$ cat config.mk
export PLATFORM = sky130hd
export DESIGN_NAME = ser2par_align
export DESIGN_NICKNAME = d
export VERILOG_FILES = /design/src/rtl/ser2par_align.sv
export SDC_FILE = /design/constraint.sdc
export NUM_CORES = 1
export LEC_CHECK = 0
export BUFFER_PORTS_ARGS = -buffer_cell sky130_fd_sc_hd__buf_2
export CAP_MARGIN = 20
export CORE_AREA = 2 2 56 58
export DETAILED_ROUTE_END_ITERATION = 8
export DIE_AREA = 0 0 58 60
export GPL_ROUTABILITY_DRIVEN = 0
export PLACE_DENSITY = 0.85
export SLEW_MARGIN = 15
export SYNTH_ARGS = -nofsm -noshare
export SYNTH_HDL_FRONTEND = slang
export SYNTH_SLANG_ARGS = --single-unit
$ cat constraint.sdc
create_clock -name CRC_CKL -period 1.84 [get_ports CRC_CKL]
set_input_delay 0.092 -clock CRC_CKL [delete_from_list [all_inputs] [get_ports CRC_CKL]]
set_output_delay 0.092 -clock CRC_CKL [all_outputs]
set_load 0.02 [all_outputs]
$ cat src/rtl/ser2par_align.sv
// ser2par_align: LSB-first serial-to-parallel deserializer with comma-based
// word alignment, optional polarity inversion and lock tracking.
module ser2par_align #(
  parameter int unsigned      WIDTH    = 10,
  parameter logic [WIDTH-1:0] COMMA    = WIDTH'(10'h17C),
  parameter int unsigned      MAX_MISS = 4
) (
  input  logic             CRC_CKL,
  input  logic             RESET,
  input  logic             data_in,
  input  logic             RXPOL,
  output logic [WIDTH-1:0] data_out,
  output logic             data_valid,
  output logic             comma_det,
  output logic             locked,
  output logic             align_err
);

  localparam int unsigned CNT_W  = $clog2(WIDTH);
  localparam int unsigned FILL_W = $clog2(WIDTH + 1);
  localparam int unsigned MISS_W = (MAX_MISS > 0) ? $clog2(MAX_MISS + 1) : 1;

  localparam logic [CNT_W-1:0]  LAST_BIT   = CNT_W'(WIDTH - 1);
  localparam logic [FILL_W-1:0] FILL_LAST  = FILL_W'(WIDTH - 1);
  localparam logic [FILL_W-1:0] FILL_FULL  = FILL_W'(WIDTH);
  localparam logic [MISS_W-1:0] MISS_LIMIT = MISS_W'((MAX_MISS > 0) ? (MAX_MISS - 1) : 0);
  localparam bit                LOSS_EN    = (MAX_MISS > 0);

  typedef enum logic [0:0] {
    S_UNLOCKED = 1'b0,
    S_LOCKED   = 1'b1
  } state_t;

  // State and datapath registers
  state_t             r_state;
  logic [WIDTH-1:0]   r_sh;
  logic [FILL_W-1:0]  r_fill;
  logic [CNT_W-1:0]   r_cnt;
  logic [MISS_W-1:0]  r_miss;
  logic [WIDTH-1:0]   r_data;
  logic               r_valid;
  logic               r_comma;
  logic               r_locked;
  logic               r_align_err;

  // Combinational decisions for the current edge
  state_t             w_next_state;
  logic               w_bit;
  logic [WIDTH-1:0]   w_sh_next;
  logic               w_fill_done;
  logic               w_match;
  logic               w_boundary;
  logic               w_miss_out;
  logic               w_emit;
  logic               w_comma;
  logic               w_realign;
  logic [CNT_W-1:0]   w_cnt_next;
  logic [MISS_W-1:0]  w_miss_next;
  logic               w_locked_next;

  // Incoming bit after polarity correction, and the shifter value it produces
  always_comb begin
    w_bit       = data_in ^ RXPOL;
    w_sh_next   = {w_bit, r_sh[WIDTH-1:1]};
    // The WIDTH-th bit since reset is the first that completes a full word
    w_fill_done = (r_fill >= FILL_LAST);
    w_match     = w_fill_done && ((w_sh_next == COMMA) || (w_sh_next == ~COMMA));
    w_boundary  = (r_state == S_LOCKED) && (r_cnt == LAST_BIT);
    w_miss_out  = LOSS_EN && (r_miss == MISS_LIMIT);
  end

  // FSM state register
  always_ff @(posedge CRC_CKL) begin
    if (RESET) begin
      r_state <= S_UNLOCKED;
    end else begin
      r_state <= w_next_state;
    end
  end

  // FSM next-state: lock on any comma, drop lock after too many comma-less boundaries
  always_comb begin
    w_next_state = r_state;
    case (r_state)
      S_UNLOCKED: begin
        if (w_match) begin
          w_next_state = S_LOCKED;
        end
      end
      S_LOCKED: begin
        if (w_boundary && !w_match && w_miss_out) begin
          w_next_state = S_UNLOCKED;
        end
      end
      default: w_next_state = S_UNLOCKED;
    endcase
  end

  // FSM outputs: word strobe, comma flag, realignment and counter updates
  always_comb begin
    w_emit      = 1'b0;
    w_comma     = 1'b0;
    w_realign   = 1'b0;
    w_cnt_next  = r_cnt;
    w_miss_next = r_miss;
    case (r_state)
      S_UNLOCKED: begin
        w_cnt_next  = '0;
        w_miss_next = '0;
        if (w_match) begin
          w_emit  = 1'b1;
          w_comma = 1'b1;
        end
      end
      S_LOCKED: begin
        if (w_match && !w_boundary) begin
          // Comma seen off the current boundary: restart the word here
          w_emit      = 1'b1;
          w_comma     = 1'b1;
          w_realign   = 1'b1;
          w_cnt_next  = '0;
          w_miss_next = '0;
        end else if (w_boundary) begin
          w_emit     = 1'b1;
          w_comma    = w_match;
          w_cnt_next = '0;
          if (w_match || w_miss_out) begin
            w_miss_next = '0;
          end else if (LOSS_EN) begin
            w_miss_next = r_miss + MISS_W'(1);
          end
        end else begin
          w_cnt_next = r_cnt + CNT_W'(1);
        end
      end
      default: begin
        w_cnt_next  = '0;
        w_miss_next = '0;
      end
    endcase
    w_locked_next = (w_next_state == S_LOCKED);
  end

  // Shifter, fill guard, counters and registered outputs
  always_ff @(posedge CRC_CKL) begin
    if (RESET) begin
      r_sh        <= '0;
      r_fill      <= '0;
      r_cnt       <= '0;
      r_miss      <= '0;
      r_data      <= '0;
      r_valid     <= 1'b0;
      r_comma     <= 1'b0;
      r_locked    <= 1'b0;
      r_align_err <= 1'b0;
    end else begin
      r_sh <= w_sh_next;
      if (r_fill != FILL_FULL) begin
        r_fill <= r_fill + FILL_W'(1);
      end
      r_cnt  <= w_cnt_next;
      r_miss <= w_miss_next;
      if (w_emit) begin
        r_data <= w_sh_next;
      end
      r_valid     <= w_emit;
      r_comma     <= w_comma;
      r_align_err <= w_realign;
      r_locked    <= w_locked_next;
    end
  end

  assign data_out   = r_data;
  assign data_valid = r_valid;
  assign comma_det  = r_comma;
  assign locked     = r_locked;
  assign align_err  = r_align_err;

endmodule

Word level (Yosys, flattened, before mapping)
Cells that the tools add are included.
{"block": "classes", "add_sub_neg": 3, "n_mul": 0, "div_mod_pow": 0, "order_cmp": 1, "n_eq_ne": 6, "shift": 0, "muxes": 17, "bitwise": 2, "n_reduce_logical": 10}
{"op": "$eq 10x10->1 const B", "n": 1}
{"op": "$eq 10x9->1 const B", "n": 1}
{"op": "$mux 3", "n": 3}
{"op": "$add 4x1->4 const B", "n": 2}
{"op": "$mux 4", "n": 2}
{"op": "$pmux 4 s2", "n": 1}
{"op": "$mux 1", "n": 7}
{"op": "$pmux 1 s2", "n": 3}
{"op": "$pmux 3 s2", "n": 1}
{"op": "$logic_and 1x1->1", "n": 5}
{"op": "$eq 4x4->1 const B", "n": 1}
{"op": "$ge 4x4->1 const B", "n": 1}
{"op": "$ne 4x4->1 const B", "n": 1}
{"op": "$add 3x1->3 const B", "n": 1}
{"op": "$eq 3x2->1 const B", "n": 1}
{"op": "$ne 3x1->1 const B", "n": 1}
{"op": "$logic_not 1->1", "n": 2}
{"op": "$logic_or 1x1->1", "n": 2}
{"op": "$reduce_or 2->1", "n": 1}
{"op": "$not 1->1", "n": 1}
{"op": "$xor 1x1->1", "n": 1}
{"block": "word_totals", "reg_bits": 35, "latch_bits": 0, "ram_bits": 0, "rom_bits": 0, "inputBits": 4, "out_inout_bits": 14, "elab_cells": 48, "memories": 0}

Longest topological paths before layout
{"block": "logic_depth", "ltp_word": 9, "mapped_depth": 8, "ltp_nobuf": 7}

Least setup slack after synthesis
No wires, ideal clock.
{"block": "synth_path", "kind": "flip-flop to flip-flop", "startpoint": "register r_fill[0]", "endpoint": "register r_data[1], in the netlist data_out[1]", "setup_time_ns": 0.062, "t_arrival_ns": 1.530, "t_required_ns": 1.778, "setup_slack_ns": 0.247, "path_stages_with_launch": 9, "n_path_buf": 1, "synth_period_minus_slack_ns": 1.593, "path_cell_list": "dfxtp_1 > inv_1 > ha_1 > inv_1 > o31ai_1 > nor2b_1 > clkbuf_1 > a32oi_1 > nand3_1"}
{"block": "synth_between", "elab_chain_cells": 5, "elab_cells_between_ends": 6, "cone_classes": "order compare (1); mux (3); reduce/logical (2)"}
{"item": "start: declaration", "line_no": "37", "source": "logic [FILL_W-1:0] r_fill;"}
{"item": "start signal: assignment", "line_no": "159", "source": "r_fill <= r_fill + FILL_W'(1);"}
{"item": "$ge 4x4->1 *", "line_no": "66", "source": "w_fill_done = (r_fill >= FILL_LAST);"}
{"item": "$logic_and 1x1->1 *", "line_no": "67", "source": "w_match = w_fill_done && ((w_sh_next == COMMA) || (w_sh_next == ~COMMA));"}
{"item": "$logic_and 1x1->1", "line_no": "116", "source": "if (w_match && !w_boundary) begin"}
{"item": "$mux 1", "line_no": "116"}
{"item": "$pmux 1 s2 *", "line_no": "106", "source": "case (r_state)"}
{"item": "end signal: assignment", "line_no": "164", "source": "r_data <= w_sh_next;"}
{"item": "end: declaration", "line_no": "40", "source": "logic [WIDTH-1:0] r_data;"}
Every way passes the cells marked *; elsewhere a longest branch is shown, timed or not.
A chain may end at the register's enable or synchronous reset.

Worst setup path after layout
{"block": "layout_path", "startpoint": "register r_sh[1]", "endpoint": "register r_data[5], in the netlist data_out[5]"}
{"block": "layout_between", "elab_chain_cells": 6, "elab_cells_between_ends": 8, "cone_classes": "eq/ne (2); mux (3); reduce/logical (3)"}
{"item": "start: declaration", "line_no": "36", "source": "logic [WIDTH-1:0] r_sh;"}
{"item": "start signal: assignment", "line_no": "157", "source": "r_sh <= w_sh_next;"}
{"item": "$eq 10x9->1 / $eq 10x10->1 (equally long branches)", "line_no": "67"}
{"item": "$logic_or 1x1->1 *", "line_no": "67"}
{"item": "$logic_and 1x1->1 *", "line_no": "67"}
{"item": "$logic_and 1x1->1", "line_no": "116"}
{"item": "$mux 1", "line_no": "116"}
{"item": "$pmux 1 s2 *", "line_no": "106"}
Marked as above.

==> flow_summary.json <==
{
  "die-height_um": 60,
  "h-tree-depth": 2,
  "antenna_left": 0,
  "max_freq_mhz": 579,
  "antenna_found_initial": 0,
  "synth_fp_nets": 173,
  "hold_end": "comma_det",
  "min_period_ps": 1730,
  "core_area_um2": 2900,
  "area_growth_pct": 14.2,
  "track_usage": 0.205,
  "clock_latency_ps": 340,
  "end_kind": "flop",
  "worstMarginPinSlew_ps": 549,
  "dpl.hpwl_mm": 2.21,
  "drt_iter0_drc": 33,
  "clock-sinks": 34,
  "ir_drop_mv": 0.523,
  "n_fill_cell": 256,
  "gr-total-overflow": 0,
  "initial_core_util": 0.523,
  "syn_area_per_cell_um2": 9.43,
  "netlist_instances": 161,
  "drive_gt1_frac": 0.243,
  "grt_pass1_wl_mm": 5.26,
  "worst_ep_arrival_time_ps": 2000,
  "p_leak_nw": 0.718,
  "synth_cell_types": 36,
  "r2r_setup_slack_ps": 110,
  "syn_area_um2": 1520,
  "routed_wl_mm": 3.19,
  "maxCapViolCount": 0,
  "post-place-ws_ps": 128,
  "cts_buffer_depth": 2,
  "dr_total_vias": 1294,
  "drc": 0,
  "synth_seq_cells": 34,
  "cp.required_ps": 2110,
  "yosysWarnings": 0,
  "synth_ff_type": "dfxtp_1",
  "status": "finished, final reports clean",
  "routedWlPerCell_um": 14.6,
  "fin_skew_ps": 17.5,
  "slew_violations": 0,
  "row_count": 20,
  "grt_pass1_vias": 1197,
  "fin_crit_sh": 0.938,
  "ys_seq_area_frac": 0.448,
  "fin_setup_tns_ps": 0,
  "hold_buffers": 0,
  "layout_commonest_cell": "dfxtp_1",
  "root_buffer": "clkbuf_4",
  "critPathMaxStageDelay_ps": 470,
  "start_kind": "flop",
  "cts.clk_slew.worst_paths_ps": 110,
  "synth_async_sr_flop_share": 0,
  "rsz0062_at_grt": "no",
  "powerDensity_nw_per_um2": 717,
  "hold_start": "RESET",
  "hp-class": "in -> reg",
  "die_width_um": 58,
  "cts_tree": "built",
  "setup_ws_ps": 114,
  "antenna_cells": 0,
  "worst-setup-path-type": "reg -> reg",
  "layout_common_cells": "dfxtp_1 (33), buf_2 (17), nand3_1 (11)",
  "cp_max_fo": 16,
  "final_nets": 196,
  "dieArea_um2": 3480,
  "hold_viol": 0,
  "cts_made_buffers": 5,
  "ios": 18,
  "grt_max_degree": 21,
  "crit_slowest_cell": "or3b_2",
  "crit_start": "r_sh[1]",
  "first_pass_iters": 4,
  "cp_top_family": "simple AND/OR/NAND/NOR gates",
  "slew_headroom": 0.634,
  "reg2reg_depth": 6,
  "critPathBufInv": 1,
  "reg2reg_to": "data_out[5]",
  "setup_viol": 0,
  "port_buffers": 17,
  "vias_per_cell": 5.94,
  "worst_hold_path.num_cells": 2,
  "worstPathCellList": "nor4bb_1 > and4_1 > a21oi_1 > buf_4 > or3b_2 > nand3_1",
  "synth_edf_count": 0,
  "worstReg2RegStart": "r_sh[1]"
}
==> cell usage after synthesis, types with 2 or more instances <==
| cell type | instances | area share |
|---|---|---|
| nand2_1 | 6 | 0.015 |
| nand3_1 | 11 | 0.036 |
| or3b_2 | 4 | 0.023 |
| nor2_1 | 9 | 0.022 |
| o21ai_0 | 2 | 0.0066 |
| inv_1 | 8 | 0.020 |
| or3b_1 | 4 | 0.023 |
| and3_1 | 2 | 0.0082 |
| clkbuf_1 | 7 | 0.017 |
| nor3_1 | 8 | 0.026 |
| nor2b_1 | 11 | 0.045 |
| a32oi_1 | 8 | 0.046 |
| mux2_2 | 2 | 0.015 |
| xor2_1 | 2 | 0.012 |
| dfxtp_1 | 34 | 0.45 |
| xnor2_1 | 3 | 0.017 |
| a21oi_1 | 6 | 0.020 |
| ha_1 | 8 | 0.066 |
| o2111ai_1 | 9 | 0.052 |
==> flip-flops by register name, indices dropped and copies added (netlist names) <==
name / cells
r_miss: 3
r_sh: 9
data_out: 10
r_cnt: 4
locked: 1
data_valid: 1
r_fill: 4
align_err: 1
comma_det: 1
==> worst register-to-register path, delay by kind of cell, from the launching register on <==
family	cells	cell delay [ps]
and+or+nand+nor	4	1050
AOI/OAI and AO/OA	1	50
DFF	1	360
buffers and inverters	1	200
==> timing repair <==
action                                  in CTS  in global routing
endpoints found under the setup margin       0                 14
setup buffers                                0                  2
gates resized for setup                      0                  4
==> power breakdown <==
group / internal, mW / leakage (nW) / switching [mW]
sequential: 0.747 / 0.275 / 0.0107
combinational: 0.0208 / 0.407 / 0.0349
clock: 0.185 / 0.0353 / 0.245
==> cell type report <==
class                   instances  area, um2  area share
inverters                       8       30.0      0.0173
clock inverters                 1       5.00     0.00289
multi-input cells             109        768       0.443
clock buffers                   7       55.1      0.0317
repair buffers                 26        153      0.0880
flip-flops and latches         34        682       0.393
well taps                      33       41.3      0.0238
==> logic make-up after synthesis <==
| logic type | synth area share |
|---|---|
| adders and majority gates | 0.0659 |
| muxes | 0.0148 |
| and+or+nand+nor | 0.250 |
| buffers and inverters | 0.0502 |
| DFF | 0.448 |
| AOI/OAI and AO/OA | 0.143 |
| xor gates and xnor gates | 0.0288 |
==> through the flow <==
| stage | cells | util | instance area (um2) | hold WS [ps] | power (mW) |
|---|---|---|---|---|---|
| 6_report | 218 | 0.597 | 1730 | 123 | 1.24 |
| 5_1_grt | 218 | 0.597 | 1730 | 111 | 1.31 |
| 3_3_place_gp | 208 | 0.569 | 1650 | 449 | 0.822 |
| 4_1_cts | 216 | 0.590 | 1710 | 105 | 1.26 |
| 3_5_place_dp | 208 | 0.569 | 1650 | 471 | 0.828 |
| 2_1_floorplan | 161 | - | 1520 | 182 | 0.812 |
==> per-layer routing <==
metal / GRT usage / share of wire / up-vias / routed length (um)
met5: 0 / 0 / - / 0
met4: 0.113 / 0.023 / 0 / 74
met3: 0.0714 / 0.059 / 9 / 187
met2: 0.325 / 0.49 / 49 / 1560
met1: 0.245 / 0.43 / 602 / 1370
li1: - / - / 634 / -
==> worst max-delay path by stage <==
stage | endpoint | slack, ps | depth (start not counted)
after floorplan | data_out[1] | 250 | 8
after global placement | r_cnt[2] | 200 | 6
after detailed placement | r_cnt[2] | 130 | 6
after CTS | r_cnt[2] | 110 | 6
after global routing | data_out[7] | 20 | 9
final | data_out[5] | 110 | 6
(Power assumes the default switching activity.)
